## config.mk

```make
export PLATFORM = sky130hd
export DESIGN_NAME = ahb3lite_mst_arb
export DESIGN_NICKNAME = d
export VERILOG_FILES = /design/src/rtl/ahb3lite_pkg.sv /design/src/rtl/ahb3lite_rr_arb.sv /design/src/rtl/ahb3lite_mst_arb.sv
export SDC_FILE = /design/constraint.sdc
export NUM_CORES = 1
export LEC_CHECK = 0
export BUFFER_PORTS_ARGS = -buffer_cell sky130_fd_sc_hd__clkbuf_2
export CAP_MARGIN = 20
export CORE_ASPECT_RATIO = 0.9
export CORE_UTILIZATION = 40
export CTS_CLUSTER_SIZE = 28
export DETAILED_ROUTE_END_ITERATION = 8
export PLACE_DENSITY = 0.82
export SETUP_SLACK_MARGIN = 0.02
export SLEW_MARGIN = 10
export SYNTH_ARGS = -nofsm -noshare
export SYNTH_HDL_FRONTEND = slang
export SYNTH_SLANG_ARGS = --single-unit
```

## constraint.sdc

```tcl
create_clock -name HCLK -period 1.7 [get_ports HCLK]
set_clock_uncertainty 0.2 [all_clocks]
set_input_delay 0.34 -clock HCLK [delete_from_list [all_inputs] [get_ports HCLK]]
set_output_delay 0.34 -clock HCLK [all_outputs]
set_load 0.01 [all_outputs]
```

## src/rtl/ahb3lite_pkg.sv

```systemverilog
// Shared AHB3-Lite encodings and the master-arbiter FSM state type.
package ahb3lite_pkg;

    localparam logic [1:0] HTRANS_IDLE   = 2'b00;
    localparam logic [1:0] HTRANS_NONSEQ = 2'b10;

    localparam logic [2:0] HBURST_SINGLE = 3'b000;

    localparam logic [2:0] HSIZE_BYTE  = 3'b000;
    localparam logic [2:0] HSIZE_HWORD = 3'b001;
    localparam logic [2:0] HSIZE_WORD  = 3'b010;

    // Non-cacheable, non-bufferable, privileged data access
    localparam logic [3:0] HPROT_DEFAULT = 4'b0011;

    typedef enum logic [1:0] {
        ST_IDLE = 2'b00,
        ST_ADDR = 2'b01,
        ST_DATA = 2'b10
    } arb_state_t;

endpackage

```

## src/rtl/ahb3lite_rr_arb.sv

```systemverilog
// Two-requester grant logic; round-robin by default, requester 0 fixed
// priority when AHB_ARB_FIXED_PRIO_EN is defined.
module ahb3lite_rr_arb (
    input  logic       HCLK,
    input  logic       HRESETn,
    input  logic [1:0] req,
    input  logic       upd,
    input  logic       upd_idx,
    output logic       gnt_vld,
    output logic       gnt_idx
);

    assign gnt_vld = |req;

`ifdef AHB_ARB_FIXED_PRIO_EN
    logic unused_ctl;
    assign unused_ctl = ^{HCLK, HRESETn, upd, upd_idx};

    assign gnt_idx = ~req[0];
`else
    logic prio;
    logic prio_eff;

    // A completing transfer hands priority to the other requester in the
    // same cycle, so back-to-back arbitration already sees the new pointer.
    assign prio_eff = upd ? ~upd_idx : prio;

    always_ff @(posedge HCLK or negedge HRESETn) begin
        if (!HRESETn) begin
            prio <= 1'b0;
        end else if (upd) begin
            prio <= ~upd_idx;
        end
    end

    always_comb begin
        gnt_idx = req[1];
        if (req == 2'b11) begin
            gnt_idx = prio_eff;
        end
    end
`endif

endmodule

```

## src/rtl/ahb3lite_mst_arb.sv

```systemverilog
// Two-port AHB3-Lite master arbiter issuing single, non-overlapped transfers.
// Build option: AHB_ARB_FIXED_PRIO_EN selects fixed priority for requester 0.
module ahb3lite_mst_arb
    import ahb3lite_pkg::*;
#(
    parameter int HADDR_SIZE = 16,
    parameter int HDATA_SIZE = 32
) (
    input  logic                  HCLK,
    input  logic                  HRESETn,

    input  logic [1:0]            req,
    input  logic [1:0]            we,
    input  logic [HADDR_SIZE-1:0] addr0,
    input  logic [HADDR_SIZE-1:0] addr1,
    input  logic [HDATA_SIZE-1:0] wdata0,
    input  logic [HDATA_SIZE-1:0] wdata1,
    input  logic [2:0]            size0,
    input  logic [2:0]            size1,
    output logic [1:0]            ack,
    output logic                  err,
    output logic [HDATA_SIZE-1:0] rdata,

    output logic                  HSEL,
    output logic [HADDR_SIZE-1:0] HADDR,
    output logic [HDATA_SIZE-1:0] HWDATA,
    output logic                  HWRITE,
    output logic [2:0]            HSIZE,
    output logic [2:0]            HBURST,
    output logic [3:0]            HPROT,
    output logic [1:0]            HTRANS,
    output logic                  HREADY,
    input  logic [HDATA_SIZE-1:0] HRDATA,
    input  logic                  HREADYOUT,
    input  logic                  HRESP
);

    arb_state_t            state;
    logic                  gnt;
    logic [HDATA_SIZE-1:0] lat_wdata;

    logic                  done;
    logic                  arb_vld;
    logic                  arb_idx;
    logic [HADDR_SIZE-1:0] sel_addr;
    logic [HDATA_SIZE-1:0] sel_wdata;
    logic [2:0]            sel_size;

    assign done = (state == ST_DATA) && HREADYOUT;

    ahb3lite_rr_arb u_arb (
        .HCLK    (HCLK),
        .HRESETn (HRESETn),
        .req     (req),
        .upd     (done),
        .upd_idx (gnt),
        .gnt_vld (arb_vld),
        .gnt_idx (arb_idx)
    );

    assign sel_addr  = arb_idx ? addr1  : addr0;
    assign sel_wdata = arb_idx ? wdata1 : wdata0;
    assign sel_size  = arb_idx ? size1  : size0;

    // Completion is reported in the data-phase cycle itself to keep the
    // req-to-ack latency at two cycles for a zero-wait slave.
    assign ack    = done ? (gnt ? 2'b10 : 2'b01) : 2'b00;
    assign err    = done & HRESP;
    assign rdata  = done ? HRDATA : '0;

    assign HREADY = HREADYOUT;
    assign HBURST = HBURST_SINGLE;
    assign HPROT  = HPROT_DEFAULT;

    always_ff @(posedge HCLK or negedge HRESETn) begin
        if (!HRESETn) begin
            state     <= ST_IDLE;
            gnt       <= 1'b0;
            lat_wdata <= '0;
            HSEL      <= 1'b0;
            HTRANS    <= HTRANS_IDLE;
            HADDR     <= '0;
            HWDATA    <= '0;
            HWRITE    <= 1'b0;
            HSIZE     <= HSIZE_WORD;
        end else begin
            case (state)
                ST_IDLE: begin
                    if (arb_vld) begin
                        gnt       <= arb_idx;
                        lat_wdata <= sel_wdata;
                        HSEL      <= 1'b1;
                        HTRANS    <= HTRANS_NONSEQ;
                        HADDR     <= sel_addr;
                        HWRITE    <= we[arb_idx];
                        HSIZE     <= sel_size;
                        state     <= ST_ADDR;
                    end
                end
                ST_ADDR: begin
                    HSEL   <= 1'b0;
                    HTRANS <= HTRANS_IDLE;
                    HWDATA <= lat_wdata;
                    state  <= ST_DATA;
                end
                ST_DATA: begin
                    // Waiting (including the first ERROR cycle) holds HTRANS at IDLE
                    if (HREADYOUT) begin
                        if (arb_vld) begin
                            gnt       <= arb_idx;
                            lat_wdata <= sel_wdata;
                            HSEL      <= 1'b1;
                            HTRANS    <= HTRANS_NONSEQ;
                            HADDR     <= sel_addr;
                            HWRITE    <= we[arb_idx];
                            HSIZE     <= sel_size;
                            state     <= ST_ADDR;
                        end else begin
                            state <= ST_IDLE;
                        end
                    end
                end
                default: begin
                    state <= ST_IDLE;
                end
            endcase
        end
    end

endmodule

```

# Word level (Yosys, flattened, before mapping)
# Index checks and enable logic that the tools add are counted.
totals:
  out_inout_bits: 98
  reg_bits: 91
  in_bits: 142
  wordCells: 61
op_classes:
  n_reduce_logical: 8
  n_mux: 35
  eq_ne: 5
  n_lt_le_gt_ge: 1
  n_bitwise: 2
op_table:
  columns: ["cell", "n"]
  rows:
  - ["32-bit two-way mux", 4]
  - ["32-bit case mux with 2 select lines", 1]
  - ["16-bit two-way mux", 3]
  - ["16-bit case mux with 2 select lines", 1]
  - ["2-bit two-way mux", 6]
  - ["2-bit case mux with 3 select lines", 2]
  - ["1-bit two-way mux", 11]
  - ["3-bit two-way mux", 3]
  - ["3-bit case mux with 2 select lines", 1]
  - ["2-bit AND reduction", 3]
  - ["2-bit equality test (second input constant)", 2]
  - ["2-bit inequality test (second input constant)", 2]
  - ["1-bit case mux with 2 select lines", 2]
  - ["1-bit case mux with 3 select lines", 1]
  - ["3-bit nonzero test", 1]
  - ["2-bit by 1-bit equality test with 1-bit output (second input constant)", 1]
  - ["2-bit logical NOT", 1]
  - ["1-bit by 2-bit < comparator with 1-bit output (second input constant)", 1]
  - ["2-bit nonzero test", 1]
  - ["2-bit OR reduction", 1]
  - ["1-bit AND", 1]
  - ["1-bit logical AND", 1]
  - ["1-bit NOT", 1]

# Longest topological paths before layout
# Gate-level depths: netlist (run 1).
depth:
  word_depth: 9
  mapped_depth: 8
  ltp_nobuf: 5

# Hierarchy
# Synthesis (run 1) repeated with hierarchy kept, for this count alone.
unflattened:
  cells_unflattened: 308
  hier_area_um2: 4536.9
modules_own_cells:
  columns: ["mod", "cells_each", "instances", "area_each_um2", "seq_area_each_um2"]
  rows:
  - ["ahb3lite_mst_arb", 301, 1, 4471.8, 2228.4]
  - ["ahb3lite_rr_arb", 7, 1, 65.1, 25.0]

# Worst setup path after synthesis (run 1)
# OpenSTA, ideal clock, no wires.
synth_path:
  path_type: "register -> register"
  from: "reg state[0]"
  to: "reg HADDR[10]"
  t_required_ns: 1.374
  period_less_slack_ns: 1.785
  path_stages_with_launch: 7
  n_path_buf: 2
  arrival_ns: 1.459
  setup_time_ns: 0.126
  setup_slack_ns: -0.085
  cell_sequence: "dfrtp_1 nand3b_1 a211o_1 buf_6 buf_8 a31oi_1 a21oi_1"
synth_between:
  elab_chain_len: 8
  word_cells_on_any_way: 12
  classes_between: "2 x eq/ne; 6 x mux; 4 x reduce/logical"
synth_rtl:
  columns: ["item", "line_no", "text"]
  rows:
  - ["from (decl)", "ahb3lite_mst_arb.sv:38", "arb_state_t state;"]
  - ["from (signal assigned)", "ahb3lite_mst_arb.sv:77", "state <= ST_IDLE;"]
  - ["from (signal assigned)", "ahb3lite_mst_arb.sv:97", "state <= ST_ADDR;"]
  - ["from (signal assigned)", "ahb3lite_mst_arb.sv:104", "state <= ST_DATA;"]
  - ["2-bit equality test", "ahb3lite_mst_arb.sv:49, ahb3lite_mst_arb.sv:87", null]
  - ["1-bit logical AND", "ahb3lite_mst_arb.sv:49", "assign done = (state == ST_DATA) && HREADYOUT;"]
  - ["1-bit two-way mux", null, null]
  - ["1-bit two-way mux", "ahb3lite_rr_arb.sv:38", "if (req == 2'b11) begin"]
  - ["16-bit two-way mux", "ahb3lite_mst_arb.sv:61", "assign sel_addr = arb_idx ? addr1 : addr0;"]
  - ["16-bit two-way mux", "ahb3lite_mst_arb.sv:89, ahb3lite_mst_arb.sv:109", null]
  - ["16-bit two-way mux", "ahb3lite_mst_arb.sv:108", "if (HREADYOUT) begin"]
  - ["16-bit case mux with 2 select lines", "ahb3lite_mst_arb.sv:87", "case (state)"]
  - ["to (signal assigned)", "ahb3lite_mst_arb.sv:94", "HADDR <= sel_addr;"]
  - ["to (signal assigned)", "ahb3lite_mst_arb.sv:114", "HADDR <= sel_addr;"]
  - ["to (decl)", "ahb3lite_mst_arb.sv:25", "output logic [HADDR_SIZE-1:0] HADDR,"]
# Parallel ways exist; a longest one is shown, timed or not. The select of a mux whose other input is x is not followed.
# A chain may end at the register's enable or synchronous reset.

# Worst setup path in the final report (run 1)
layout_path:
  from: "reg state[0]"
  to: "reg HWRITE"
layout_between:
  elab_chain_len: 9
  word_cells_on_any_way: 13
  classes_between: "2 x eq/ne; 7 x mux; 4 x reduce/logical"
layout_rtl:
  columns: ["item", "line_no", "text"]
  rows:
  - ["2-bit equality test", "ahb3lite_mst_arb.sv:49, ahb3lite_mst_arb.sv:87", null]
  - ["1-bit logical AND", "ahb3lite_mst_arb.sv:49", null]
  - ["1-bit two-way mux", null, null]
  - ["1-bit two-way mux", "ahb3lite_rr_arb.sv:38", null]
  - ["1-bit two-way mux (implied by the code) (2 in series)", "ahb3lite_mst_arb.sv:95, ahb3lite_mst_arb.sv:115", null]
  - ["1-bit two-way mux", "ahb3lite_mst_arb.sv:89, ahb3lite_mst_arb.sv:109", null]
  - ["1-bit two-way mux", "ahb3lite_mst_arb.sv:108", null]
  - ["1-bit case mux with 2 select lines", "ahb3lite_mst_arb.sv:87", null]
  - ["to (signal assigned)", "ahb3lite_mst_arb.sv:95", "HWRITE <= we[arb_idx];"]
  - ["to (signal assigned)", "ahb3lite_mst_arb.sv:115", "HWRITE <= we[arb_idx];"]
  - ["to (decl)", "ahb3lite_mst_arb.sv:27", "output logic HWRITE,"]
# Parallel ways exist; a longest one is shown, timed or not. The select of a mux whose other input is x is not followed.

==> results of run 1 <==
==> what timing repair did <==
| item | in CTS | in global routing |
|---|---|---|
| endpoints found under the hold margin | 21 | 1 |
| hold buffers | 1 | 1 |
| setup endpoints to repair | 88 | 123 |
| gates resized for setup | 32 | 121 |
| buffers inserted | 5 | 3 |
| pin swaps | 10 | 43 |
| cloned | 4 | 7 |
==> worst reg2reg max path, stage by stage, from the launching register on <==
cell	delay (ps)
dfrtp_1	400
buf_6	120
nand3b_1	270
a211o_4	430
buf_12	180
a31oi_1	280
a21oi_1	100
==> per-layer routing <==
layer  global-route usage  wire, um  vias up
li1                     -         -     2017
met1                0.309      6170     2181
met2                0.414      7490      224
met3               0.0565      1050       30
met4               0.0842       289        0
met5                    0         0        -
==> flip-flops by register name, summed over array words and instances, names as in the netlist <==
| register | flops |
|---|---|
| lat_wdata | 32 |
| HWRITE | 1 |
| HWDATA | 32 |
| HADDR | 16 |
| gnt | 1 |
| u_arb.prio | 1 |
| HSEL | 1 |
| HSIZE | 3 |
| HTRANS | 1 |
| state | 2 |
==> Yosys cell counts (2+ instances only) <==
cell type,number,area (um2)
dfrtp_1,89,2230
nor2_1,54,203
a21oi_1,52,260
a31oi_1,52,325
o21ai_0,44,220
and2_1,33,206
mux2_2,32,360
buf_2,14,70.1
clkbuf_1,14,52.6
buf_4,10,75.1
o21ai_1,9,45.0
buf_1,5,18.8
buf_8,5,75.1
nand2_1,5,18.8
inv_1,3,11.3
a211o_1,2,17.5
conb_1,2,7.51
==> cell type report <==
cell class	instances	area share
flip-flops and latches	90	0.330
multi-input cells	299	0.323
repair buffers	278	0.269
clock buffers	13	0.0410
well taps	129	0.0236
clock inverters	3	0.0101
inverters	5	0.00348
==> power groups by stage <==
stage          logic (mW)  clock network, mW  registers [mW]
2_1_floorplan        2.41                  0            4.05
3_3_place_gp         4.28                  0            3.80
3_5_place_dp         4.42                  0            3.87
4_1_cts              4.89               2.30            3.85
5_1_grt              6.35               2.37            4.02
6_report             5.93               2.26            3.90
==> metrics by stage <==
step | std cells | util | cell area (um2) | setup WS (ps)
detailed placement | 780 | 0.549 | 5700 | -177
floorplan | 443 | - | 4350 | -47.1
finish | 817 | 0.658 | 6830 | -401
global route | 817 | 0.658 | 6830 | -469
CTS | 806 | 0.612 | 6350 | -305
global placement | 780 | 0.549 | 5700 | -123
==> final timing paths <==
kind                            from             to  cells after the start
max in group asynchronous    HRESETn       state[1]                      3
hold reg to reg            HTRANS[1]      HTRANS[1]                      2
setup / recovery            state[0]         HWRITE                      6
setup reg to reg            state[0]         HWRITE                      6
hold / removal             wdata0[4]   lat_wdata[4]                      3
min in group asynchronous    HRESETn  lat_wdata[15]                      2
==> logic make-up after synthesis <==
family / count (synthesis) / synth area share
and+or+nand+nor: 97 / 0.109
muxes: 32 / 0.0834
buffers and inverters: 54 / 0.0747
other: 2 / 0.00174
DFF: 90 / 0.522
AOI/OAI and AO/OA: 162 / 0.209
==> results_dict.tcl, run 1 <==
set metrics [dict create \
    r2r_slack_ps -400 \
    cts-root-buf "clkbuf_16" \
    p_total_mw 12.1 \
    fmax_mhz 476 \
    clock_power_share 0.187 \
    final_hold_viol_count 0 \
    die_x_um 112 \
    ys.flop_type "dfrtp_1" \
    first_iter_violations 362 \
    clkTransAtPathRegs_ps 70 \
    numPortBuffers 231 \
    netSwitchingPower_mw 4.35 \
    grt_max_degree 54 \
    insertion_delay_ps 340 \
    setup_viol 123 \
    end_kind "register" \
    track_usage 0.244 \
    antenna_found_initial 0 \
    critPathSlowestCell "a211o_4" \
    critical_path.top_delay_family "compound AO/OA/AOI/OAI gates" \
    peakVddDrop_mv 0.943 \
    dpl.hpwl_um 9160 \
    routed_wl_um 15000 \
    fin_ws_ps -401 \
    p_leak_nw 3.35 \
    finalSetupTns_ps -29510 \
    avgSynthCellArea_um2 9.89 \
    grt_pass1_wl_um 21500 \
    seqCellArea_um2 2250 \
    num_vias 4452 \
    cts_tree "yes" \
    fin_nets 825 \
    initial_core_util 0.416 \
    drc_errors 10 \
    maxCapViolations 0 \
    overflow 0 \
    n_fill_cell 781 \
    power_frac_seq 0.323 \
    routed_via_density 5.45 \
    cts_inserted_buffers 9 \
    grt_pass1_vias 4281 \
    dieArea_um2 11200 \
    ios 240 \
    core_um2 10400 \
    yosysSeqAreaShare 0.522 \
    fin_crit_ps 2100 \
    syn2layout_area_growth_pct 58.2 \
    crit_type "reg -> reg" \
    failed_checks "design-rule violations, negative setup slack" \
    syn_inst 437 \
    first_pass_iters 7 \
    layout_common_cells "clkbuf_2, dfrtp_1, nor2_1" \
    layout-drive-gt1-share 0.551 \
    rsz0062_at_grt "true" \
    yosysWarnings 0 \
    rows 35 \
    comb_power_share 0.490 \
    final_common_cell "clkbuf_2" \
    synth_edf_count 0 \
    worst_pin_slew_ps 830 \
    finalCritPeriodShare 1.24 \
    async_reset_ff_frac 1.00 \
    crit_buf_inv 2 \
    hp-class "in -> reg" \
    worstPathCellList "buf_6 -> nand3b_1 -> a211o_4 -> buf_12 -> a31oi_1 -> a21oi_1" \
    outcome "finished, violations left" \
    multi_input_area_um2 2210 \
    antenna_left 0 \
    max_stage_delay_ps 430 \
    gp_congestion 0.766 \
    numClockSinks 90 \
    cp.arrival_ps 2120 \
    synth.distinct_cells 29 \
    netlist_area_um2 4320 \
    slew_viol_final 0 \
    worst_hold_slack_ps 29.2 \
    max-slew-margin-rel 0.446 \
    cp-start-kind "register" \
    htree_levels 3 \
    cellInternalPower_mw 7.74 \
    path_max_fanout 27 \
    cellPowerDensity_nw_per_um2 1770 \
    wl_per_cell_um 18.4 \
    die_h_um 101 \
    ys_ff_latch 90 \
    required_ps 1710 \
    switching_share 0.360 \
    diodes 0 \
    clk_path_buf_depth 2 \
]
Note: power is estimated with default switching activity, not from simulation.
==> run 2: changes to the inputs <==
CELL_PAD_IN_SITES_DETAIL_PLACEMENT = 2   (was default)
CELL_PAD_IN_SITES_GLOBAL_PLACEMENT = 2   (was default)
CORE_UTILIZATION = 22   (was 40)
PLACE_DENSITY = 0.81   (was 0.82)
==> results_dict.tcl, run 2 (same netlist as run 1, synthesis figures left out) <==
set metrics [dict create \
    routed_via_density 4.78 \
    finalSetupTns_ps -35820 \
    cellPowerDensity_nw_per_um2 1740 \
    critical_path.top_delay_family "buffers and inverters" \
    maxCapViolations 0 \
    insertion_delay_ps 350 \
    antenna_left 0 \
    failed_checks "negative setup slack" \
    end_kind "register" \
    multi_input_area_um2 2200 \
    fmax_mhz 470 \
    path_max_fanout 6 \
    clk_path_buf_depth 2 \
    first_pass_iters 5 \
    worstPathCellList "buf_6 -> nand3b_1 -> buf_6 -> a211oi_4 -> buf_6 -> buf_12 -> o21ai_0 -> a21oi_1" \
    worst_path_most_repeated_cell "buf_6" \
    routed_wl_um 20000 \
    final_util 0.365 \
    grt_pass1_wl_um 27700 \
    crit_type "reg -> reg" \
    die_h_um 135 \
    dpl.hpwl_um 12500 \
    seqCellArea_um2 2250 \
    wl_per_cell_um 21.2 \
    finalCritPeriodShare 1.25 \
    cp.arrival_ps 2200 \
    peakVddDrop_mv 0.479 \
    cts_tree "yes" \
    hp-class "in -> reg" \
    layout_common_cells "clkbuf_2, dfrtp_1, nor2_1" \
    setup_viol 123 \
    worst_pin_slew_ps 614 \
    rsz0062_at_grt "true" \
    layout-drive-gt1-share 0.536 \
    final_hold_viol_count 0 \
    grt_max_degree 53 \
    fin_nets 827 \
    initial_core_util 0.225 \
    largest_registers "HWDATA (32), lat_wdata (32), HADDR (16)" \
    num_vias 4490 \
    fin_crit_ps 2130 \
    core_um2 19200 \
    worst_hold_slack_ps 19.1 \
    p_leak_nw 3.33 \
    numPortBuffers 231 \
    crit_buf_inv 4 \
    outcome "finished, violations left" \
    drc_errors 0 \
    max-slew-margin-rel 0.591 \
    antenna_found_initial 0 \
    n_fill_cell 2136 \
    first_iter_violations 133 \
    grt_pass1_vias 4801 \
    min_to "lat_wdata[28]" \
    track_usage 0.181 \
    htree_levels 3 \
    cp-start-kind "register" \
    required_ps 1780 \
    hold_path_depth 3 \
    final_common_cell "clkbuf_2" \
    critPathSlowestCell "dfrtp_1" \
    rows 48 \
    rr_endpoint "lat_wdata[19]" \
    numClockSinks 90 \
    gp_congestion 0.713 \
    reg2regPathDepth 8 \
    cts-root-buf "clkbuf_16" \
    diodes 0 \
    cts_inserted_buffers 9 \
    max_stage_delay_ps 410 \
    slew_viol_final 0 \
    ios 240 \
    die_x_um 150 \
    fin_ws_ps -426 \
    dieArea_um2 20200 \
    r2r_slack_ps -430 \
    r2r_start "state[0]" \
    overflow 0 \
    hp-start "wdata0[28]" \
    clkTransAtPathRegs_ps 70 \
    syn2layout_area_growth_pct 62.2 \
]
==> run 2: changes by cell type in the layout (fill, tap and decap cells not counted), sizes merged <==
cell / before / now
inv: 4 / 6
clkinvlp: 0 / 2
bufinv: 2 / 0
buf: 67 / 39
clkinv: 2 / 3
clkbuf: 222 / 249
==> run 2: layout make-up <==
class,instances,area share
Clock buffer,10,0.0327
Clock inverter,6,0.00714
Inverter,5,0.00286
Multi-Input combinational cell,299,0.315
Sequential cell,90,0.322
Tap cell,250,0.0446
Timing Repair Buffer,280,0.276
==> run 2: worst max-delay path by stage <==
stage               startpoint            end  slack, ps  cells past startpoint
floorplan             state[0]      HADDR[10]        -50                      6
global placement     HREADYOUT  lat_wdata[25]       -170                      6
detailed placement   HREADYOUT  lat_wdata[26]       -230                      6
CTS                   state[0]      rdata[27]       -410                      5
global route          state[0]  lat_wdata[24]       -490                      7
finish                state[0]  lat_wdata[19]       -430                      8
==> run 2: report_power, final <==
group          internal [mW]  switching [mW]
sequential              3.24           0.697
combinational           3.17            3.12
clock                   1.01           0.949
total                   7.42            4.76
==> run 2: per-layer routing <==
layer,track usage,vias up,wire (um)
li1,-,2025,-
met2,0.310,132,10300
met1,0.226,2316,8620
met5,0,-,0
met3,0.0378,17,797
met4,0.0561,0,236
==> run 2: per-stage QoR <==
stage	cell area, um2	setup WS [ps]	power (mW)	std cells
after CTS	6520	-410	11.1	928
after detailed placement	5890	-226	8.62	903
after floorplan	4350	-47.1	6.46	443
after global routing	7010	-495	12.9	940
final	7010	-426	12.2	940
after global placement	5890	-167	8.39	903
==> run 2: worst min-delay path, cell delays in order <==
cell and delay, ps:
clkbuf_2 80, o21ai_0 60, a21oi_1 60
==> run 2: timing repair <==
action	4_1_cts	5_1_grt
pin swaps	9	45
hold buffers	2	0
setup endpoints to repair	88	121
buffers inserted	5	3
cloned	2	11
resized for setup	30	72
hold endpoints to repair	21	0
